--- config.mk ---
export PLATFORM = sky130hd
export DESIGN_NAME = conv_sched_flat
export DESIGN_NICKNAME = d
export VERILOG_FILES = /design/src/rtl/conv_sched_if.sv /design/src/rtl/conv_sched.sv /design/src/flat_wrapper.sv
export SDC_FILE = /design/constraint.sdc
export NUM_CORES = 1
export LEC_CHECK = 0
export ABC_AREA = 1
export CAP_MARGIN = 10
export CORE_UTILIZATION = 50
export CTS_CLUSTER_SIZE = 30
export DETAILED_ROUTE_END_ITERATION = 10
export DONT_BUFFER_PORTS = 1
export PLACE_DENSITY = 0.76
export SLEW_MARGIN = 10
export SYNTH_ARGS = -nofsm -noshare
export SYNTH_HDL_FRONTEND = slang
export SYNTH_SLANG_ARGS = --single-unit
--- constraint.sdc ---
create_clock -name clk_in -period 1.7 [get_ports clk_in]
set_input_delay 0.51 -clock clk_in [delete_from_list [all_inputs] [get_ports clk_in]]
set_output_delay 0.51 -clock clk_in [all_outputs]
set_load 0.01 [all_outputs]
--- src/rtl/conv_sched_if.sv ---
// conv_sched_if -- handshake bundle between the convolution pass scheduler,
// its window generator and the accumulator.
//
// Signals (slave = scheduler side):
//   start       in   layer start request
//   abort       in   synchronous abort of the current layer
//   gen_beat    in   window generator produced one map beat
//   acc_ready   in   accumulator can accept a pass flush
//   gen_start   out  one-cycle launch pulse to the window generator
//   acc_flush   out  one-cycle pass-complete pulse to the accumulator
//   group_idx   out  current filter group (pass) index
//   weight_base out  group_idx*WEIGHT_NUM, first weight word of the group
//   busy        out  scheduler is not idle
//   done        out  one-cycle layer completion pulse
//   err_beat    out  sticky flag: a beat arrived outside the run phase
interface conv_sched_if #(
  parameter int GROUP_NUM  = 4,
  parameter int WEIGHT_NUM = 25
);
  localparam int GW = (GROUP_NUM > 1) ? $clog2(GROUP_NUM) : 1;
  localparam int WW = (GROUP_NUM * WEIGHT_NUM > 1) ? $clog2(GROUP_NUM * WEIGHT_NUM) : 1;

  logic          start;
  logic          abort;
  logic          gen_beat;
  logic          acc_ready;
  logic          gen_start;
  logic          acc_flush;
  logic [GW-1:0] group_idx;
  logic [WW-1:0] weight_base;
  logic          busy;
  logic          done;
  logic          err_beat;

  modport slave (
    input  start, abort, gen_beat, acc_ready,
    output gen_start, acc_flush, group_idx, weight_base, busy, done, err_beat
  );

  modport master (
    output start, abort, gen_beat, acc_ready,
    input  gen_start, acc_flush, group_idx, weight_base, busy, done, err_beat
  );
endinterface

--- src/rtl/conv_sched.sv ---
// conv_sched -- sequences one convolution layer as GROUP_NUM passes. Each pass
// launches the window generator, counts WIN_H*WIN_L*FILTER_SIZE^2 map beats,
// waits DRAIN_CYC cycles for the fetch pipeline to empty, then hands a flush
// to the accumulator. After the last group the layer completes with done.
//
// Ports:
//   clk_in  clock, rising edge
//   rst_n   asynchronous active-low reset
//   bus     conv_sched_if.slave handshake bundle (see conv_sched_if.sv)
module conv_sched #(
  parameter int FILTER_SIZE = 5,
  parameter int WIN_H       = 62,
  parameter int WIN_L       = 24,
  parameter int GROUP_NUM   = 4,
  parameter int WEIGHT_NUM  = 25,
  parameter int BEAT_W      = 16,
  parameter int DRAIN_CYC   = 2
) (
  input  logic         clk_in,
  input  logic         rst_n,
  conv_sched_if.slave  bus
);
  localparam int BEATS = WIN_H * WIN_L * FILTER_SIZE * FILTER_SIZE;
  localparam int GW    = (GROUP_NUM > 1) ? $clog2(GROUP_NUM) : 1;
  localparam int WW    = (GROUP_NUM * WEIGHT_NUM > 1) ? $clog2(GROUP_NUM * WEIGHT_NUM) : 1;
  localparam int DW    = (DRAIN_CYC > 1) ? $clog2(DRAIN_CYC) : 1;

  typedef enum logic [2:0] {
    S_IDLE, S_LAUNCH, S_RUN, S_DRAIN, S_FLUSH, S_FIN
  } state_t;

  state_t              state, state_nxt;
  logic [BEAT_W-1:0]   beat_cnt;
  logic [DW-1:0]       drain_cnt;
  logic [GW-1:0]       group_idx;
  logic [WW-1:0]       weight_base;
  logic                err_beat;

  logic clr_beat, inc_beat, clr_drain, inc_drain;
  logic clr_group, adv_group, set_err, clr_err;

  // State register.
  always_ff @(posedge clk_in or negedge rst_n) begin
    if (!rst_n) state <= S_IDLE;
    else        state <= state_nxt;
  end

  // Next-state and datapath control. Abort outranks every state transition
  // and also masks the pulse outputs below in the same cycle.
  always_comb begin
    state_nxt = state;
    clr_beat  = 1'b0;
    inc_beat  = 1'b0;
    clr_drain = 1'b0;
    inc_drain = 1'b0;
    clr_group = 1'b0;
    adv_group = 1'b0;
    clr_err   = 1'b0;
    set_err   = bus.gen_beat && (state != S_RUN);

    if (state != S_IDLE && bus.abort) begin
      state_nxt = S_IDLE;
      clr_beat  = 1'b1;
      clr_drain = 1'b1;
      clr_group = 1'b1;
    end else begin
      unique case (state)
        S_IDLE: begin
          if (bus.start && !bus.abort) begin
            state_nxt = S_LAUNCH;
            clr_beat  = 1'b1;
            clr_group = 1'b1;
            clr_err   = 1'b1;
          end
        end
        S_LAUNCH: begin
          state_nxt = S_RUN;
          clr_beat  = 1'b1;
        end
        S_RUN: begin
          if (bus.gen_beat) begin
            inc_beat = 1'b1;
            if (beat_cnt == BEAT_W'(BEATS - 1)) begin
              state_nxt = S_DRAIN;
              clr_drain = 1'b1;
            end
          end
        end
        S_DRAIN: begin
          inc_drain = 1'b1;
          if (drain_cnt == DW'(DRAIN_CYC - 1)) state_nxt = S_FLUSH;
        end
        S_FLUSH: begin
          if (bus.acc_ready) begin
            if (group_idx != GW'(GROUP_NUM - 1)) begin
              adv_group = 1'b1;
              state_nxt = S_LAUNCH;
            end else begin
              state_nxt = S_FIN;
            end
          end
        end
        S_FIN: begin
          state_nxt = S_IDLE;
          clr_group = 1'b1;
        end
        default: state_nxt = S_IDLE;
      endcase
    end
  end

  // Counters, group index and the incrementally built weight base. The
  // weight base tracks group_idx by adding WEIGHT_NUM per pass so no
  // multiplier is needed. A stray beat in the same cycle as an accepted
  // start still leaves err_beat set.
  always_ff @(posedge clk_in or negedge rst_n) begin
    if (!rst_n) begin
      beat_cnt    <= '0;
      drain_cnt   <= '0;
      group_idx   <= '0;
      weight_base <= '0;
      err_beat    <= 1'b0;
    end else begin
      if (clr_beat)      beat_cnt <= '0;
      else if (inc_beat) beat_cnt <= beat_cnt + BEAT_W'(1);

      if (clr_drain)      drain_cnt <= '0;
      else if (inc_drain) drain_cnt <= drain_cnt + DW'(1);

      if (clr_group) begin
        group_idx   <= '0;
        weight_base <= '0;
      end else if (adv_group) begin
        group_idx   <= group_idx + GW'(1);
        weight_base <= weight_base + WW'(WEIGHT_NUM);
      end

      if (clr_err) err_beat <= 1'b0;
      if (set_err) err_beat <= 1'b1;
    end
  end

  // Pulses decode the registered state; the FLUSH pulse additionally
  // needs the accumulator handshake, and abort masks all three.
  assign bus.gen_start   = (state == S_LAUNCH) && !bus.abort;
  assign bus.acc_flush   = (state == S_FLUSH) && bus.acc_ready && !bus.abort;
  assign bus.done        = (state == S_FIN) && !bus.abort;
  assign bus.busy        = (state != S_IDLE);
  assign bus.group_idx   = group_idx;
  assign bus.weight_base = weight_base;
  assign bus.err_beat    = err_beat;
endmodule

--- src/flat_wrapper.sv ---
// flat-port wrapper written by rule: the top's interface ports become plain ports
module conv_sched_flat 
#(
  parameter int FILTER_SIZE = 5,
  parameter int WIN_H       = 62,
  parameter int WIN_L       = 24,
  parameter int GROUP_NUM   = 4,
  parameter int WEIGHT_NUM  = 25,
  parameter int BEAT_W      = 16,
  parameter int DRAIN_CYC   = 2
)
  (clk_in, rst_n, bus_start, bus_abort, bus_gen_beat, bus_acc_ready, bus_gen_start, bus_acc_flush, bus_group_idx, bus_weight_base, bus_busy, bus_done, bus_err_beat);
  conv_sched_if #(.GROUP_NUM(GROUP_NUM), .WEIGHT_NUM(WEIGHT_NUM)) bus_i ();
  input  logic clk_in;
  input  logic rst_n;
  input wire logic [$bits(bus_i.start)-1:0] bus_start;
  input wire logic [$bits(bus_i.abort)-1:0] bus_abort;
  input wire logic [$bits(bus_i.gen_beat)-1:0] bus_gen_beat;
  input wire logic [$bits(bus_i.acc_ready)-1:0] bus_acc_ready;
  output wire logic [$bits(bus_i.gen_start)-1:0] bus_gen_start;
  output wire logic [$bits(bus_i.acc_flush)-1:0] bus_acc_flush;
  output wire logic [$bits(bus_i.group_idx)-1:0] bus_group_idx;
  output wire logic [$bits(bus_i.weight_base)-1:0] bus_weight_base;
  output wire logic [$bits(bus_i.busy)-1:0] bus_busy;
  output wire logic [$bits(bus_i.done)-1:0] bus_done;
  output wire logic [$bits(bus_i.err_beat)-1:0] bus_err_beat;
  assign bus_i.start = bus_start;
  assign bus_i.abort = bus_abort;
  assign bus_i.gen_beat = bus_gen_beat;
  assign bus_i.acc_ready = bus_acc_ready;
  assign bus_gen_start = bus_i.gen_start;
  assign bus_acc_flush = bus_i.acc_flush;
  assign bus_group_idx = bus_i.group_idx;
  assign bus_weight_base = bus_i.weight_base;
  assign bus_busy = bus_i.busy;
  assign bus_done = bus_i.done;
  assign bus_err_beat = bus_i.err_beat;
  conv_sched #(.FILTER_SIZE(FILTER_SIZE), .WIN_H(WIN_H), .WIN_L(WIN_L), .GROUP_NUM(GROUP_NUM), .WEIGHT_NUM(WEIGHT_NUM), .BEAT_W(BEAT_W), .DRAIN_CYC(DRAIN_CYC)) u_core (.clk_in(clk_in), .rst_n(rst_n), .bus(bus_i));
endmodule
==> run_results.csv, run 1 <==
group,metric,value,unit
run_status,run_status,"finished clean",
detailed_routing,num_vias,1757,
final_layout,fin_nets,281,
die,die_y,63.78,um
synthesis,syn_nets,270,
synthesis,synth.top_cell.area_share,39.34,%
timing,min_period_over_period,99.11,%
worst_setup_path,worst_setup_path_start_kind,"register",
final_layout,fin_util,58.68,%
synthesis,synth-edff-count,0,
clocking,numCtsBuffers,5,
grt,grt_max_degree,31,
clocking,cts.clk_slew.worst_paths,70,ps
timing,fmax,593.5,MHz
placed_design,io_buffers,0,
grt,grt-ovfl-total,0,
placed_design,place_congestion,0.9576,
final_layout,n_fill_cell,324,
power,p_total,2.417,mW
timing,setup-violations-final,0,
detailed_routing,drc,0,
synthesis,seq_area_frac_synth,39.34,%
synthesis,synth_top_family_by_area,"simple AND/OR/NAND/NOR gates",
worst_setup_path,r2r_end,"u_core.beat_cnt[15]$_DFFE_PN0P_",
clocking,root_buffer,"clkbuf_8",
power,vdd_drop_max,557.2,uV
power,power_density,1125,mW/mm^2
die,fp-row-count,22,
synthesis,avgSynthCellArea,7.311,um^2
run,drv_cap,0,
detailed_routing,firstDrtPassIters,4,
worst_setup_path,arrival,1170,ps
timing,max_slew_margin,78.04,%
worst_setup_path,reg2reg_slack,120,ps
grt,grtUsageTotal,22.95,%
final_layout,syn2layout_area_growth,12.59,%
timing,tightest_slew,327.0,ps
worst_setup_path,path_class,"reg2out",
worst_setup_path,r2r_cells,9,
synthesis,synthFlopType,"dfrtp_1",
synthesis,syn-instance-count,261,
final_layout,layout_commonest_cell,"nand2_1",
worst_setup_path,crit_path_start,"u_core.state[1]$_DFFE_PN0P_",
worst_setup_path,r2r-start,"u_core.state[2]$_DFFE_PN0P_",
synthesis,synth_area,0.001908,mm^2
synthesis,synth_xor_area_share,0.4590,%
synthesis,synth_fa_ha_area_share,1.967,%
clocking,cts_tree,"yes",
final_layout,drive_gt1_share,17.95,%
power,p_leak,0.9809,nW
die,die_width,63.78,um
die,start_util,52.12,%
synthesis,yosys.area_share.simple,36.66,%
die,dieArea,0.004067,mm^2
placed_design,dp_hpwl,2929,um
timing,slew_viol_final,0,
timing,layout_min_cycle_time,1685,ps
final_layout,diodes,0,
min_path,hp-class,"in2async",
worst_setup_path,worstSetupEndpointType,"output port",
synthesis,synth_mux_area_share,0,%
grt,antenna_found_initial,0,
synthesis,synth_compound_area_share,11.48,%
synthesis,synth_seq_cells,30,
synthesis,synth-async-reset-ratio,100.0,%
worst_setup_path,crit_path_max_fanout,7,
clocking,clkLatencyLatePin,280,ps
detailed_routing,postRouteAntennaNets,0,
clocking,h-tree-depth,2,
detailed_routing,wl,4205,um
detailed_routing,via_per_inst,5.474,
grt,grt_pass1_wl,7196,um
timing,finalHoldViolCount,0,
clocking,cts.sinks,30,
timing,final.setup_skew,9.992,ps
synthesis,synth_warnings,0,
worst_setup_path,required,1190,ps
die,coreArea,0.003661,mm^2
detailed_routing,drt_iter0_drc,194,
final_layout,layout_common_cells,"60 x nand2_1, 32 x inv_1, 27 x dfrtp_1",
synthesis,synth_area_leaders,"dfrtp_1 39%, nand2_1 12%, inv_1 6.5%, nor2_1 5.5%, nand3_1 4.5%",
detailed_routing,wl_per_cell,13.10,um
grt,grt_pass1_vias,1623,
synthesis,yosys.cell_types.count,35,
synthesis,post-synth-top-area-cell,"dfrtp_1",
die,pin_count,20,
clocking,clk_path_buf_depth,2,
-- flip-flops by register name, summed over array words and instances (netlist names) --
register / count
u_core.beat_cnt: 16
u_core.bus.err_beat: 1
u_core.state: 3
u_core.bus.weight_base: 7
u_core.bus.group_idx: 2
u_core.drain_cnt: 1
-- how the worst max path moves through the flow --
stage,endpoint,cells past startpoint
floorplan,bus_acc_flush,3
global placement,bus_acc_flush,3
detailed placement,bus_acc_flush,3
CTS,bus_gen_start,2
global route,bus_acc_flush,3
finish,bus_acc_flush,3
-- timing repair --
action / CTS / global route
setup buffers: 2 / 3
pin swaps: 1 / 2
hold buffers: 1 / 0
resized for setup: 7 / 5
setup endpoints to repair: 3 / 5
hold endpoints to repair: 30 / 0
-- Yosys cell counts (3+ instances only) --
cell type,number
nor2_1,28
inv_1,33
nand2_1,60
nand2_2,5
nor3_1,10
o21ai_1,12
ha_1,3
o21ai_0,7
a21oi_1,14
inv_2,6
nand4_1,9
nand3_1,17
dfrtp_1,30
-- worst max-delay path, stage by stage, from the launching register on --
cell,delay [ps]
dfrtp_2,470
nor2_4,170
nand2_4,90
nor3_4,160
-- routing by layer --
| metal | vias to the layer above | share of wire [%] | global-route usage (%) | routed length [um] |
|---|---|---|---|---|
| met5 | - | 0 | 0 | 0 |
| li1 | 875 | - | - | - |
| met2 | 55 | 48 | 37.77 | 2004 |
| met4 | 0 | 1.9 | 8.807 | 80 |
| met1 | 819 | 45 | 29.18 | 1878 |
| met3 | 8 | 5.8 | 5.179 | 242 |
-- cell families after synthesis --
group,count (synthesis)
fa+ha+maj,3
flops,30
simple gates,144
buf+inv,44
xor+xnor,1
compound gates,39
-- metrics by stage --
stage / instances / worst slack (ps) / hold WS, ps / TNS, ps / instance area [um^2]
after floorplan: 261 / 227.2 / 214.4 / 0 / 1908
after global placement: 307 / 173.4 / 214.9 / 0 / 1941
after detailed placement: 307 / 167.1 / 214.8 / 0 / 1941
after CTS: 318 / 9.480 / 50.37 / 0 / 2110
after global routing: 321 / -16.26 / 52.14 / -20.01 / 2148
final: 321 / 15.08 / 45.42 / 0 / 2148
-- layout make-up --
cell class	instances	area, um^2	share of cell area, %
multi-input combinational	187	1002	46.65
sequential	30	754.5	35.12
inverter	40	150.1	6.989
timing repair buffer	8	72.57	3.378
clock buffer	5	68.82	3.203
tap	48	60.06	2.796
clock inverter	3	40.04	1.864
-- power by group --
group / internal, mW / switching [mW] / total (mW)
clock: 0.431 / 0.270 / 0.701
sequential: 0.781 / 0.0960 / 0.877
combinational: 0.288 / 0.551 / 0.839
total: 1.50 / 0.918 / 2.42
(Power assumes the default switching activity.)
==> run 2, diff against run 1 <==
--- a/config.mk
+++ b/config.mk
@@ -7,12 +7,12 @@
 export LEC_CHECK = 0
 export ABC_AREA = 1
 export CAP_MARGIN = 10
-export CORE_UTILIZATION = 50
+export CORE_UTILIZATION = 51
 export CTS_CLUSTER_SIZE = 30
 export DETAILED_ROUTE_END_ITERATION = 10
 export DONT_BUFFER_PORTS = 1
-export PLACE_DENSITY = 0.76
-export SLEW_MARGIN = 10
+export PLACE_DENSITY = 0.77
+export SLEW_MARGIN = 30
 export SYNTH_ARGS = -nofsm -noshare
 export SYNTH_HDL_FRONTEND = slang
 export SYNTH_SLANG_ARGS = --single-unit
==> run 2 against run 1 <==
Effect of this change:
- the flow now finishes with violations (setup timing)
- sequential share of layout area decreased by 1.0 points
- global-route usage increased by 1.8 points
- flip-flop and latch count unchanged
- count of clock-buffer cells in the layout increased by 1
- setup slack got worse by 20 ps
- die area decreased by 1.9%
- largest power group is now clock
==> run_results.csv, run 2 (synthesis results as in run 1) <==
group,metric,value,unit
grt,grt_pass1_vias,1681,
worst_setup_path,path_class,"reg2out",
power,clkPwrFrac,33.8,%
timing,tightest_slew,341.6,ps
detailed_routing,firstDrtPassIters,4,
timing,finalSetupTns,-4.474,ps
placed_design,place_congestion,0.9145,
final_layout,regMostFlops,"u_core.beat_cnt",
timing,max_slew_margin,77.15,%
grt,grtUsageTotal,24.80,%
timing,setup-violations-final,1,
final_layout,reg_top3,"u_core.beat_cnt (16), u_core.bus.weight_base (7), u_core.state (3)",
worst_setup_path,critPathMaxStageDelay,460,ps
detailed_routing,drt_iter0_drc,112,
grt,grt-ovfl-total,0,
die,coreArea,0.003468,mm^2
final_layout,diodes,0,
detailed_routing,postRouteAntennaNets,0,
worst_setup_path,worstSetupEndpointType,"output port",
clocking,clkLatencyLatePin,290,ps
worst_setup_path,crit_path_top_delay_cell,"dfrtp_2",
timing,final.setup_skew,12.81,ps
final_layout,layout_common_cells,"60 x nand2_1, 32 x inv_1, 27 x dfrtp_1",
worst_setup_path,arrival,1190,ps
run_status,failed_checks,"setup timing",
final_layout,layout_commonest_cell,"nand2_1",
die,die_width,63.17,um
detailed_routing,num_vias,1742,
power,power_density,1212,mW/mm^2
power,internal_power,1.726,mW
worst_setup_path,required,1190,ps
grt,grt_max_degree,31,
grt,grt_util_met1,32.34,%
final_layout,largest_reg_flops,16,
timing,finalHoldViolCount,0,
power,p_total,2.680,mW
die,start_util,55.01,%
placed_design,dp_hpwl,3062,um
final_layout,syn2layout_area_growth,15.93,%
worst_setup_path,worst_setup_path_start_kind,"register",
power,swShare,35.60,%
power,vdd_drop_max,591.7,uV
detailed_routing,wl,4436,um
power,power_frac_comb,33.4,%
die,pin_count,20,
timing,layout_min_cycle_time,1704,ps
worst_setup_path,path_cells,"nor2_4, nand2_4, nor3_4",
worst_setup_path,reg2reg_slack,110,ps
timing,grt_setup_unrepaired,"true",
clocking,cts.clk_slew.worst_paths,70,ps
detailed_routing,wl_per_cell,13.78,um
grt,antenna_found_initial,0,
final_layout,fin_nets,284,
grt,gr-usage-met3,6.522,%
grt,grt.busiest_layer,"met2",
grt,grt_pass1_wl,7672,um
power,power.switching,0.9542,mW
run,drv_cap,0,
timing,slew_viol_final,0,
detailed_routing,via_per_inst,5.410,
clocking,root_buffer,"clkbuf_8",
die,die_y,63.17,um
clocking,cts.sinks,30,
clocking,numCtsBuffers,5,
clocking,h-tree-depth,2,
min_path,hp-class,"in2async",
clocking,clk_path_buf_depth,2,
grt,grtUsageMet2,39.52,%
worst_setup_path,crit_path_max_fanout,5,
final_layout,fin_util,63.78,%
clocking,cts_tree,"yes",
detailed_routing,drc,0,
timing,setup_ws,-4.474,ps
power,p_leak,1.026,nW
power,pwr-share-seq,32.8,%
run_status,run_status,"finished with violations",
placed_design,place_ws,146.2,ps
timing,min_period_over_period,100.3,%
placed_design,io_buffers,0,
die,dieArea,0.003990,mm^2
timing,fmax,586.7,MHz
die,fp-row-count,21,
final_layout,drive_gt1_share,18.48,%
-- run 2: power groups by stage --
stage          Sequential [mW]  Clock [mW]  Combinational (mW)
6_report                 0.880       0.906               0.895
3_5_place_dp             0.875           0               0.721
4_1_cts                  0.859       0.914               0.800
2_1_floorplan            0.850           0               0.627
3_3_place_gp             0.871           0               0.713
5_1_grt                  0.884       0.955               0.994
-- run 2: through the flow --
stage          cells  hold WS, ps  area, um^2
3_3_place_gp     306        214.8        1946
3_5_place_dp     306        214.8        1946
4_1_cts          319        47.58        2161
5_1_grt          322        41.25        2212
6_report         322        42.03        2212
2_1_floorplan    261        214.4        1908
-- run 2: path summary, 6_finish.rpt --
| check | from | end | cells after the start |
|---|---|---|---|
| setup / recovery | u_core.state[0]$_DFFE_PN0P_ | bus_acc_flush | 3 |
| hold / removal | rst_n | u_core.state[1]$_DFFE_PN0P_ | 1 |
| setup reg to reg | u_core.state[2]$_DFFE_PN0P_ | u_core.beat_cnt[15]$_DFFE_PN0P_ | 9 |
| hold reg to reg | u_core.drain_cnt$_DFFE_PN0P_ | u_core.drain_cnt$_DFFE_PN0P_ | 2 |
| max in group asynchronous | rst_n | u_core.state[2]$_DFFE_PN0P_ | 1 |
| min in group clk_in | bus_abort | u_core.state[1]$_DFFE_PN0P_ | 3 |
-- run 2: timing repair --
action / 4_1_cts / 5_1_grt
resized for setup: 6 / 7
buffers inserted: 4 / 3
gates cloned: 0 / 0
endpoints found under the hold margin: 30 / 0
pin swaps: 1 / 4
endpoints found under the setup margin: 3 / 4
hold buffers: 1 / 0
-- run 2: cell type report --
type / instances / area, um^2
Inverter: 40 / 150.1
Clock inverter: 2 / 60.06
Sequential cell: 30 / 754.5
Clock buffer: 6 / 82.58
Multi-Input combinational cell: 187 / 1012
Timing Repair Buffer: 11 / 95.09
Tap cell: 46 / 57.56
Fill cell: 306 / 1256
-- run 2: routing by layer --
layer / wire length (um) / vias to the layer above
met5: 0 / -
met4: 78 / 0
met3: 181 / 10
met2: 2101 / 39
met1: 2074 / 810
li1: - / 883
-- run 2: critical path, delay by kind of cell (launching register included) --
kind | cells | cell delay, ps
flops | 1 | 460
simple gates | 3 | 450
